### config.mk
export PLATFORM = sky130hd
export DESIGN_NAME = ipsxe_floating_point_apm_slice_combine_v1_0
export DESIGN_NICKNAME = d
export VERILOG_FILES = /design/src/rtl/ipsxe_floating_point_apm_slice_combine_v1_0.sv
export SDC_FILE = /design/constraint.sdc
export NUM_CORES = 1
export LEC_CHECK = 0
export CORE_MARGIN = 2
export CORE_UTILIZATION = 39
export CTS_BUF_LIST = sky130_fd_sc_hd__clkbuf_8
export DETAILED_ROUTE_END_ITERATION = 10
export GPL_TIMING_DRIVEN = 0
export PLACE_DENSITY = 0.61
export SLEW_MARGIN = 10
export SYNTH_ARGS = -nofsm -noshare
export SYNTH_HDL_FRONTEND = slang
export SYNTH_SLANG_ARGS = --single-unit
### constraint.sdc
create_clock -name i_clk -period 15.6 [get_ports i_clk]
set_input_delay 3.12 -clock i_clk [delete_from_list [all_inputs] [get_ports i_clk]]
set_output_delay 3.12 -clock i_clk [all_outputs]
set_load 0.01 [all_outputs]
### src/rtl/ipsxe_floating_point_apm_slice_combine_v1_0.sv
// Sequential combiner for APM P-word slices.
// Accepts NUM_SLICES signed partial results (LS slice first), weights slice k by
// 2^(SHIFT*k), accumulates modulo 2^OUT_WIDTH and holds the result until taken.
module ipsxe_floating_point_apm_slice_combine_v1_0 #(
    parameter int unsigned P_WIDTH    = 48,
    parameter int unsigned SHIFT      = 24,
    parameter int unsigned NUM_SLICES = 3,
    parameter int unsigned OUT_WIDTH  = 96
) (
    input  logic                 i_clk,
    input  logic                 i_rst_n,
    input  logic                 i_flush,
    input  logic                 i_p_valid,
    output logic                 o_p_ready,
    input  logic [P_WIDTH-1:0]   i_p,
    output logic                 o_res_valid,
    input  logic                 i_res_ready,
    output logic [OUT_WIDTH-1:0] o_res,
    output logic                 o_res_sign,
    output logic                 o_res_zero
);

    localparam int unsigned KW = $clog2(NUM_SLICES);
    localparam logic [KW-1:0] KLast = KW'(NUM_SLICES - 1);

    typedef enum logic [1:0] {StIdle, StAcc, StHold} state_e;

    state_e               state_q;
    logic [KW-1:0]        k_q;
    logic [OUT_WIDTH-1:0] acc_q;
    logic [OUT_WIDTH-1:0] acc_d;
    logic [OUT_WIDTH-1:0] p_ext;
    logic [OUT_WIDTH-1:0] addend;
    logic [OUT_WIDTH-1:0] res_q;
    logic                 ready_q;
    logic                 valid_q;
    logic                 sign_q;
    logic                 zero_q;
    logic                 accept;

    assign p_ext  = {{(OUT_WIDTH - P_WIDTH){i_p[P_WIDTH-1]}}, i_p};
    // ready_q is only high in IDLE/ACC, so this never fires in HOLD
    assign accept = i_p_valid && ready_q;

    // Weighted addend via constant-shift mux; k==0 loads instead of adding
    always_comb begin
        addend = '0;
        for (int unsigned j = 0; j < NUM_SLICES; j++) begin
            if (k_q == KW'(j)) begin
                addend = p_ext << (SHIFT * j);
            end
        end
        acc_d = (k_q == '0) ? p_ext : (acc_q + addend);
    end

    // Control FSM with registered handshake and result outputs
    always_ff @(posedge i_clk or negedge i_rst_n) begin
        if (!i_rst_n) begin
            state_q <= StIdle;
            k_q     <= '0;
            acc_q   <= '0;
            res_q   <= '0;
            ready_q <= 1'b0;
            valid_q <= 1'b0;
            sign_q  <= 1'b0;
            zero_q  <= 1'b1;
        end else begin
            unique case (state_q)
                StIdle: begin
                    ready_q <= 1'b1;
                    if (i_flush) begin
                        k_q <= '0;
                    end else if (accept) begin
                        acc_q   <= acc_d;
                        k_q     <= KW'(1);
                        state_q <= StAcc;
                    end
                end
                StAcc: begin
                    ready_q <= 1'b1;
                    if (i_flush) begin
                        k_q     <= '0;
                        state_q <= StIdle;
                    end else if (accept) begin
                        acc_q <= acc_d;
                        if (k_q == KLast) begin
                            k_q     <= '0;
                            state_q <= StHold;
                            ready_q <= 1'b0;
                            valid_q <= 1'b1;
                            res_q   <= acc_d;
                            sign_q  <= acc_d[OUT_WIDTH-1];
                            zero_q  <= (acc_d == '0);
                        end else begin
                            k_q <= k_q + KW'(1);
                        end
                    end
                end
                StHold: begin
                    // Flush is ignored here: an issued result is always delivered
                    if (i_res_ready) begin
                        state_q <= StIdle;
                        valid_q <= 1'b0;
                        ready_q <= 1'b1;
                    end
                end
                default: begin
                    state_q <= StIdle;
                    k_q     <= '0;
                    ready_q <= 1'b0;
                    valid_q <= 1'b0;
                end
            endcase
        end
    end

    assign o_p_ready   = ready_q;
    assign o_res_valid = valid_q;
    assign o_res       = res_q;
    assign o_res_sign  = sign_q;
    assign o_res_zero  = zero_q;

endmodule
==> flow_summary.ini <==
[floorplan]
num_rows = 74
full_die_area_um2 = 43100
num_io_pins = 153
die-width_um = 208
start_util = 0.396
die_y_um = 208
coreArea_um2 = 40800

[routing]
first_pass_iters = 6
initialDrtViolationCount = 1850
routedWlPerCell_um = 28.7
routed_via_density = 6.21
drt_wl_total_um = 82100
route.detailed.drc = 0
detailroute.via_count = 17700
number_of_nets_with_antenna_violations_after_routing = 0

[yosys]
synth-seq-cells = 199
yosysTopAreaCell = dfrtp_1
top_area_cell_type_share_of_the_netlist_area = 0.307
syn-num-nets = 2287
average_size_of_a_mapped_cell_um2 = 7.56
async_set_or_reset_register_ratio_after_synthesis = 1.00
synth_top_cells_by_area = dfrtp_1 31%, o21ai_0 9.2%, nand2_1 8.9%
number_of_enable_flip_flop_cells_after_synthesis = 0
ys_types = 77
sequential_area_share_after_synthesis = 0.308
yosysWarningCount = 0
syn-cell-area_um2 = 16200
ys.flop_type = dfrtp_1
post_synthesis_cell_count = 2138

[cts]
clock-root-buffer = clkbuf_8
hold_buffers = 0
reg_clk_slew_reported_paths_ns = 0.10
ctsResizeCount = 0
clk-insertion-delay-late_ns = 0.60
postCtsSetupBuffers = 0
max-clock-path-buffers = 2
cts_tree = yes
h-tree-depth = 4
count_of_clock_tree_sinks = 199
cts-buffers-inserted = 17

[global_route]
wire_length_of_the_first_global_routing_pass_um = 117000
grt_residual_overflow = 0
first_global_vias = 17000
initial_antenna_violation_count = 2
pin_count_of_the_biggest_net_entering_global_routing = 105
grt_use_total = 0.377

[worst_setup_path]
register_to_register_setup_slack_ns = 5.80
category_of_the_worst_setup_path_capture_point = flop
timing_worst_setup_path_type = input pin to flop
path_max_fanout = 10
timing.critical_path.from_type = input pin
worstRegToRegCells = 23
timing.critical_path.from = i_p[47]
cp_data_required_time_ns = 16.11
critical_path.reg2reg.endpoint = o_res_zero
r2r_start = k_q[0]
critical_path_arrival_ns = 10.32

[timing]
rsz0062_at_grt = false
worst_slack_ns = 5.79
clock_skew_ns = 0.0213
clock.fmax_mhz = 102
min_period_ns = 9.81
hold_viol = 0
slew_hr = 0.135
setup_viol_count_final = 0
totalNegativeSetupSlack_ns = 0
final_min_period_over_clock_period = 0.629
worst_pin_slew_ns = 1.30
timing.final.max_slew_violations = 0

[power]
max-vdd-ir-drop_mv = 0.0753
p_per_area_nw_per_um2 = 125
cellLeakagePower_nw = 7.79

[final_layout]
finish.net_count = 2459
layout-drive-gt1-share = 0.0319
syn2layout_area_growth_pct = 16.5
nFillCells = 4234
finish.instance_area_um2 = 18800

[placed_design]
place.port_buffers = 152
placement.setup.worst_slack_ns = 5.40
hpwlAfterDp_um = 67400
postPlaceCellArea_um2 = 18400
gp_congestion = 1.06

[min_path]
hold_path_class = flop to flop
timing.hold.worst_path_depth = 2
hold_path.startpoint = o_res[11]
timing.hold.worst_endpoint = o_res[11]

[run]
max-cap-violations = 0

[outcome]
status = finished, final reports clean
==> cell usage after synthesis, types with 4 or more instances <==
library cell	count
a31oi_1	23
nor2_1	147
o31ai_1	13
or3_1	12
and3_1	9
or4_1	4
a311oi_1	4
a211o_1	4
o21bai_1	22
ha_1	95
nand4b_1	4
inv_1	12
o21a_1	25
nor2b_1	11
xnor2_1	46
o21ai_0	296
a21oi_1	225
nand3_1	30
nand4_1	64
clkbuf_1	138
dfrtp_1	198
a211oi_1	11
mux2i_1	41
buf_1	8
and2_1	39
and4_1	5
buf_2	4
o2111ai_1	4
a21boi_0	10
a21o_1	58
nor3_1	28
or2_2	8
mux2_2	8
xor2_1	32
a22o_1	4
o31a_1	5
nand2_1	381
nand2b_1	10
nor4_1	15
o211ai_1	15
==> how the worst max path moves through the flow <==
| stage | endpoint | slack (ns) | cells past startpoint |
|---|---|---|---|
| after floorplan | o_res_zero | 8.49 | 19 |
| after global placement | o_res[55] | 3.15 | 1 |
| after detailed placement | o_res_zero | 5.40 | 21 |
| after CTS | o_res_zero | 6.02 | 21 |
| after global routing | o_res_zero | 5.78 | 21 |
| final | o_res_zero | 5.79 | 21 |
==> where the power goes <==
group	internal (W)	leakage (nW)	switching, W
clock	0.000168	0.207	0.000213
combinational	0.000419	4.97	0.000922
sequential	0.000587	2.61	0.0000525
==> sequential cells by signal (all words and copies together) (netlist names) <==
signal / cells
o_res: 95
o_res_sign: 1
acc_q: 96
k_q: 2
state_q: 2
o_res_zero: 1
o_p_ready: 1
o_res_valid: 1
==> placed cells by master (no fill, tap or decap), types with 9 or more instances in the layout <==
master,synthesis,layout
nand2_1,381,381
o21ai_0,296,296
a21oi_1,225,225
dfrtp_1,198,198
clkdlybuf4s50_1,0,151
nor2_1,147,147
clkbuf_1,138,137
ha_1,95,95
nand4_1,64,64
a21o_1,58,58
xnor2_1,46,46
mux2i_1,41,41
and2_1,39,39
xor2_1,32,32
nand3_1,30,30
nor3_1,28,28
o21a_1,25,25
a31oi_1,23,23
o21bai_1,22,22
clkbuf_8,0,19
o211ai_1,15,15
nor4_1,15,14
o31ai_1,13,13
inv_1,12,12
or3_1,12,12
nor2b_1,11,11
a211oi_1,11,11
a21boi_0,10,10
nand2b_1,10,10
and3_1,9,9
==> cells by family after synthesis <==
group | Yosys count | share of synthesized area
flip-flops | 199 | 0.308
AND/OR/NAND/NOR | 784 | 0.222
adder cells (fa/ha/maj) | 96 | 0.0748
XOR/XNOR | 78 | 0.0423
AO/OA/AOI/OAI | 766 | 0.281
buffers and inverters | 166 | 0.0405
multiplexers | 49 | 0.0310
==> per-layer routing <==
| layer | routed length [µm] | global-route usage | part of all wire | vias up |
|---|---|---|---|---|
| li1 | - | - | - | 8051 |
| met1 | 33500 | 0.473 | 0.41 | 8624 |
| met2 | 37000 | 0.599 | 0.45 | 829 |
| met4 | 5810 | 0.233 | 0.071 | 0 |
| met3 | 5820 | 0.0725 | 0.071 | 235 |
| met5 | 0 | 0 | 0 | - |
==> worst max-delay path, cell delays in order <==
cell             delay (ns)
clkdlybuf4s50_1        0.62
nor2b_1                0.17
clkbuf_1               0.24
clkbuf_1               0.37
a21oi_1                0.07
o21ai_0                0.68
ha_1                   0.27
clkbuf_1               0.48
nand4_1                0.41
nor4_2                 0.87
a21oi_1                0.12
o21ai_0                0.28
a211oi_2               0.23
nor4b_1                0.68
nor2_1                 0.12
xnor2_1                0.22
a311o_1                0.35
o31a_1                 0.29
nor4_2                 0.35
nand4_1                0.18
o31ai_2                0.19
==> cell type report <==
type,instances,area (µm²),share of cell area
Sequential cell,199,4980,0.265
Clock inverter,13,168,0.00891
Buffer,154,611,0.0324
Clock buffer,19,262,0.0139
Multi-Input combinational cell,1773,10500,0.559
Timing Repair Buffer,153,1550,0.0826
Tap cell,532,666,0.0354
Inverter,12,45.0,0.00239
Antenna cell,3,7.51,0.000399
==> per-stage QoR <==
stage | total power (W) | util | hold WS (ns) | instances
after CTS | 0.00233 | 0.461 | 0.494 | 2855
after detailed placement | 0.00194 | 0.450 | 0.469 | 2823
after global placement | 0.00194 | 0.449 | 0.463 | 2822
after global routing | 0.00248 | 0.461 | 0.509 | 2855
final | 0.00236 | 0.461 | 0.486 | 2858
after floorplan | 0.00145 | - | 0.452 | 2138
No activity file was read; power rests on OpenSTA's default activity.
